**config.mk**
```make
export PLATFORM = sky130hd
export DESIGN_NAME = clock_input_conditioner
export DESIGN_NICKNAME = d
export VERILOG_FILES = /design/src/rtl/clk_cond_pkg.sv /design/src/rtl/debounce.sv /design/src/rtl/clock_input_conditioner.sv
export SDC_FILE = /design/constraint.sdc
export NUM_CORES = 1
export LEC_CHECK = 0
export BUFFER_PORTS_ARGS = -buffer_cell sky130_fd_sc_hd__buf_4
export CAP_MARGIN = 25
export CORE_ASPECT_RATIO = 0.8
export CORE_MARGIN = 1.5
export CORE_UTILIZATION = 52
export DETAILED_ROUTE_END_ITERATION = 7
export PLACE_DENSITY = 0.81
export SYNTH_ARGS = -nofsm -noshare
export SYNTH_HDL_FRONTEND = slang
export SYNTH_HIERARCHICAL = 1
export SYNTH_SLANG_ARGS = --single-unit
```
**constraint.sdc**
```tcl
create_clock -name clk -period 2 [get_ports clk]
set_clock_uncertainty 0.2 [all_clocks]
set_input_delay 0.1 -clock clk [delete_from_list [all_inputs] [get_ports clk]]
set_output_delay 0.1 -clock clk [all_outputs]
set_load 0.03 [all_outputs]
```
**src/rtl/clk_cond_pkg.sv**
```systemverilog
// Shared constants and debouncer state encoding for the clock input conditioner.
package clk_cond_pkg;

   localparam int unsigned DEBOUNCE_DEFAULT   = 4;
   localparam int unsigned RATE_WIDTH_DEFAULT = 8;

   typedef enum logic {
      DB_STABLE  = 1'b0,
      DB_PENDING = 1'b1
   } db_state_t;

endpackage

```
**src/rtl/debounce.sv**
```systemverilog
// Two-flop synchronizer followed by a consecutive-sample debouncer with a
// registered rising-edge pulse on the debounced level.
module debounce
   import clk_cond_pkg::*;
#(
   parameter int unsigned CYCLES = DEBOUNCE_DEFAULT
) (
   input  logic      clk,
   input  logic      rst_n,
   input  logic      raw,
   output logic      out,
   output logic      rise,
   output db_state_t state
);

   localparam int unsigned   CW   = (CYCLES > 1) ? $clog2(CYCLES) : 1;
   localparam logic [CW-1:0] LAST = CW'(CYCLES - 1);

   logic          meta;
   logic          s;
   logic [CW-1:0] cnt;
   logic [CW-1:0] cnt_next;
   logic          out_next;
   db_state_t     state_next;

   always_ff @(posedge clk or negedge rst_n) begin
      if (!rst_n) begin
         meta  <= 1'b0;
         s     <= 1'b0;
         out   <= 1'b0;
         rise  <= 1'b0;
         cnt   <= '0;
         state <= DB_STABLE;
      end else begin
         meta  <= raw;
         s     <= meta;
         out   <= out_next;
         rise  <= out_next & ~out;
         cnt   <= cnt_next;
         state <= state_next;
      end
   end

   // Any sample that agrees with the current output restarts the count.
   always_comb begin
      out_next = out;
      cnt_next = '0;
      if (s != out) begin
         if (cnt == LAST) begin
            out_next = s;
         end else begin
            cnt_next = cnt + CW'(1);
         end
      end
      state_next = (cnt_next == '0) ? DB_STABLE : DB_PENDING;
   end

endmodule

```
**src/rtl/clock_input_conditioner.sv**
```systemverilog
// Clock-stage front end: debounced push button and mode switch, plus a
// programmable half-period astable square wave with a rise pulse.
module clock_input_conditioner
   import clk_cond_pkg::*;
#(
   parameter int unsigned DEBOUNCE_CYCLES = DEBOUNCE_DEFAULT,
   parameter int unsigned RATE_WIDTH      = RATE_WIDTH_DEFAULT
) (
   input  logic                  clk,
   input  logic                  rst_n,
   input  logic                  btn_raw,
   input  logic                  sel_raw,
   input  logic [RATE_WIDTH-1:0] rate,
   output logic                  push,
   output logic                  step,
   output logic                  select,
   output logic                  astable,
   output logic                  astable_rise
);

   // Debouncer states are brought out for probing but drive nothing here.
   db_state_t             btn_state_unused;
   db_state_t             sel_state_unused;
   logic                  sel_rise_unused;
   logic [RATE_WIDTH-1:0] div;
   logic                  wrap;

   debounce #(.CYCLES(DEBOUNCE_CYCLES)) u_btn_db (
      .clk   (clk),
      .rst_n (rst_n),
      .raw   (btn_raw),
      .out   (push),
      .rise  (step),
      .state (btn_state_unused)
   );

   debounce #(.CYCLES(DEBOUNCE_CYCLES)) u_sel_db (
      .clk   (clk),
      .rst_n (rst_n),
      .raw   (sel_raw),
      .out   (select),
      .rise  (sel_rise_unused),
      .state (sel_state_unused)
   );

   // >= rather than == so a rate lowered below the running count still wraps.
   assign wrap = (div >= rate);

   always_ff @(posedge clk or negedge rst_n) begin
      if (!rst_n) begin
         div          <= '0;
         astable      <= 1'b0;
         astable_rise <= 1'b0;
      end else if (wrap) begin
         div          <= '0;
         astable      <= ~astable;
         astable_rise <= ~astable;
      end else begin
         div          <= div + RATE_WIDTH'(1);
         astable_rise <= 1'b0;
      end
   end

endmodule
```
# Yosys cells after proc, flatten, opt, wreduce, memory -nomap -nowiden
# Index checks and enable logic that the tools add are counted.
[word_totals]
register_bits = 21
input_bits = 12
output_inout_bits = 5
elab_cells = 32
[classes]
add_sub_neg = 3
magnitude_cmp = 1
n_eq_ne = 4
muxes = 8
n_bitwise = 3
reduce_logical = 1
[ops]
columns = ["operator", "count"]
rows = [
  ["8-bit by 1-bit adder with 8-bit output, second input constant", 1],
  ["8-bit >= comparator", 1],
  ["2-bit two-way mux", 4],
  ["8-bit two-way mux", 1],
  ["2-bit by 1-bit adder with 2-bit output, second input constant", 2],
  ["2-bit == test, second input constant", 2],
  ["1-bit two-way mux", 3],
  ["1-bit != test", 2],
  ["1-bit inverter", 2],
  ["2-bit AND reduction", 1],
  ["1-bit AND", 1],
]

# Depth between registers and ports, before layout
[logic_depth]
depth_word = 4
depth_mapped = 7
depth_no_buf = 7

# By module
# The synthesis kept the hierarchy.
[by_module_without_submodules]
columns = ["mod", "instances", "cells_per_inst", "area_each_um2", "seq_area_each_um2"]
rows = [
  ["clock_input_conditioner", 1, 61, 605.6, 250.2],
  ["debounce", 2, 17, 236.5, 175.2],
]

# Worst setup path before layout
# No wires, ideal clock.
[synth_timing]
kind = "register -> register"
startpoint = "register div[2]"
endpoint = "register astable"
setup_time_ns = 0.145
t_arrival_ns = 1.433
required_ns = 1.655
slack_ns = 0.222
stages_incl_launch_ff = 7
n_path_buf = 0
synth_period_minus_slack_ns = 1.778
cell_sequence = "dfrtp_1 > ha_1 > a21oi_1 > o21ai_1 > a21oi_1 > o311ai_4 > xor2_1"
[synth_between]
elab_chain_len = 1
[synth_lines]
columns = ["item", "line", "source"]
rows = [
  ["start: declaration", "clock_input_conditioner.sv:25", "logic [RATE_WIDTH-1:0] div;"],
  ["start signal: assignment", "clock_input_conditioner.sv:59", "div <= div + RATE_WIDTH'(1);"],
  ["8-bit >= comparator", "clock_input_conditioner.sv:47", "assign wrap = (div >= rate);"],
  ["end signal: assignment", "clock_input_conditioner.sv:56", "astable <= ~astable;"],
  ["end: declaration", "clock_input_conditioner.sv:17", "output logic astable,"],
]
# Every way passes these cells.
# A chain may end at the register's enable or synchronous reset.

# Worst setup path in the final report
# Ends and elaborated chain as after synthesis.

==> impl_results.md <==
- Run status: complete, no violations
- RSZ-0062 raised after global routing: no
- Initial DRC count: 12
- Final hold violations: 0
- Clock latency on the worst-skew pair: 300 ps
- Pwr dens: 1200 nW/µm²
- Overflow after GRT: 0
- Core area: 1710 µm²
- Hold path cells: 0
- Finish-stage setup viols: 0
- Clock sink total: 21
- Die area: 2170 µm²
- Reg power frac: 46.1%
- Worst EP required: 2000 ps
- Clk buf depth: 2
- # port buffers: 16
- Worst EP arrival: 1930 ps
- FF-to-FF Start: div[2]
- HPWL after DPL: 1180 µm
- NetSw: 0.557 mW
- CTS tree: yes
- Worst vdd ir: 0.907 mV
- Power Internal: 0.924 mW
- Leak: 0.676 nW
- CP max FO: 10
- Clock-pin slew on the worst setup and hold paths: 110 ps
- Final TNS setup: 0 ps
- FP Rows: 13
- Slew @ Worst Pin: 515 ps
- Vias in the first global route: 675
- Diode count: 0
- Initial core utilization: 57.7%
- Post-route cell area: 1240 µm²
- Slew Limit Fails: 0
- DRC: 0
- Die width: 51.7 µm
- Post-Synthesis Cells: 89
- Worst r2r dst: astable
- Max-slew headroom: 65.6%
- Syn Nets: 112
- Antenna Nets Post-Route: 0
- Antenna violations before repair: 0
- Tot GR Track Use: 17.8%
- Die span in y: 41.9 µm
- Largest net degree at the start of global routing: 13
- Max frequency: 0.517 GHz
- Part of the power in the clock network: 13.1%
- Nets: 140
- Clock buffer count from CTS: 3
- Hold path start: u_btn_db/meta
- Switching Share: 37.6%
- Max-cap violations: 0
- Hold Crit Class: reg -> reg
- Drt total wl: 1570 µm
- Gate power share: 40.8%
- Post-Place Cell Area: 1140 µm²
- Syn Std Cell Area: 985 µm²
- Placer's final routability congestion estimate: 0.791
- Root Buffer: clkbuf_4
- Number of fill cells: 134
- WHS Endpoint: u_btn_db/s
- P&R area growth vs syn: 25.7%
- Post-cts resize count: 0
- Crit path kind: reg -> reg
- R2r setup slk: 70 ps
- First-pass GRT wire length: 2770 µm
- Depth of the most critical reg-to-reg path: 7
- Startpoint Class: flip-flop
- Mapped Avg Cell Area: 11.1 µm²
- H-tree lvl count: 1
- Wire per inst: 11.3 µm
- # IOs: 17
- Vias/cell: 4.88
- Element type at the critical path end: flip-flop
- Detailed Routing Iterations Pass 1: 4
- YS warnings: 6
- Final Hold Slack: 160 ps
- Fraction of layout cells with a size suffix above 1: 19.8%
- Via count: 674
- Min cycle time layout: 1930 ps
- Period utilisation layout: 96.6%
==> critical path, cell delays in order (launching register included) <==
cell,delay [ps]
dfrtp_1,450
ha_1,310
a21oi_1,140
o21ai_1,80
a21oi_1,230
o311ai_4,130
buf_12,160
xor2_1,130
==> flip-flops by register name, summed over array words and instances (netlist names) <==
| register | count |
|---|---|
| u_sel_db/cnt | 2 |
| u_sel_db/meta | 1 |
| u_btn_db/out | 1 |
| div | 8 |
| astable | 1 |
| astable_rise | 1 |
| u_sel_db/out | 1 |
| u_btn_db/meta | 1 |
| u_btn_db/rise | 1 |
| u_btn_db/s | 1 |
| u_sel_db/s | 1 |
| u_btn_db/cnt | 2 |
==> how the worst max path moves through the flow <==
| stage | from | endpoint | cells past startpoint |
|---|---|---|---|
| final | div[2] | astable | 7 |
| after global routing | div[2] | astable | 7 |
| after CTS | div[2] | astable_rise | 6 |
| after detailed placement | div[2] | astable_rise | 6 |
| after global placement | div[2] | astable_rise | 6 |
| after floorplan | div[2] | astable | 6 |
==> stage by stage <==
stage | total power, mW | util, % | setup slack, ps | std cells
after floorplan | 1.07 | - | 222 | 89
after global placement | 1.23 | 66.7 | 132 | 128
after detailed placement | 1.27 | 66.7 | 73.8 | 128
after CTS | 1.48 | 71.3 | 41.9 | 137
after global routing | 1.61 | 72.5 | 9.31 | 138
final | 1.48 | 72.5 | 67.2 | 138
==> power by group through the flow <==
stage               registers [mW]  clock network [mW]  logic (mW)
finish                       0.683               0.194       0.604
detailed placement           0.693                   0       0.575
CTS                          0.686               0.205       0.586
global route                 0.705               0.220       0.685
floorplan                    0.731                   0       0.338
global placement             0.681                   0       0.546
==> routing by layer <==
layer | global-route usage [%] | routed length, µm | up-vias
li1 | - | - | 342
met3 | 6.83 | 82 | 2
met1 | 21.3 | 689 | 316
met4 | 4.74 | 11 | 0
met5 | 0 | 0 | -
met2 | 30.0 | 781 | 14
==> layout by cell type (no fill, tap or decap) <==
| cell type | count |
|---|---|
| and2_1 | 4 |
| o311ai_4 | 1 |
| xor2_1 | 7 |
| nand3_1 | 5 |
| dfrtp_1 | 21 |
| dlygate4sd3_1 | 5 |
| xnor2_1 | 2 |
| buf_4 | 17 |
| clkinv_2 | 1 |
| nor2b_1 | 2 |
| o21ai_1 | 1 |
| a21oi_1 | 3 |
| nand2_1 | 3 |
| a21o_1 | 1 |
| nor2_1 | 11 |
| clkbuf_4 | 3 |
| buf_12 | 1 |
| nand4_1 | 1 |
| inv_1 | 12 |
| ha_1 | 11 |
| o21ai_0 | 2 |
| and3_1 | 2 |
==> area by class of cell <==
| cell class | instances | area (µm²) | area share (%) |
|---|---|---|---|
| clock inverter | 1 | 5.00 | 0.404 |
| tap | 22 | 27.5 | 2.22 |
| sequential | 21 | 526 | 42.5 |
| clock buffer | 3 | 22.5 | 1.82 |
| multi-input combinational | 56 | 414 | 33.5 |
| inverter | 12 | 45.0 | 3.64 |
| timing repair buffer | 23 | 198 | 16.0 |
==> timing repair <==
item	in CTS	in global routing
setup endpoints to repair	0	3
hold endpoints to repair	23	0
setup buffers	0	1
hold buffers	5	0
Power figures use the tool's default switching activity.
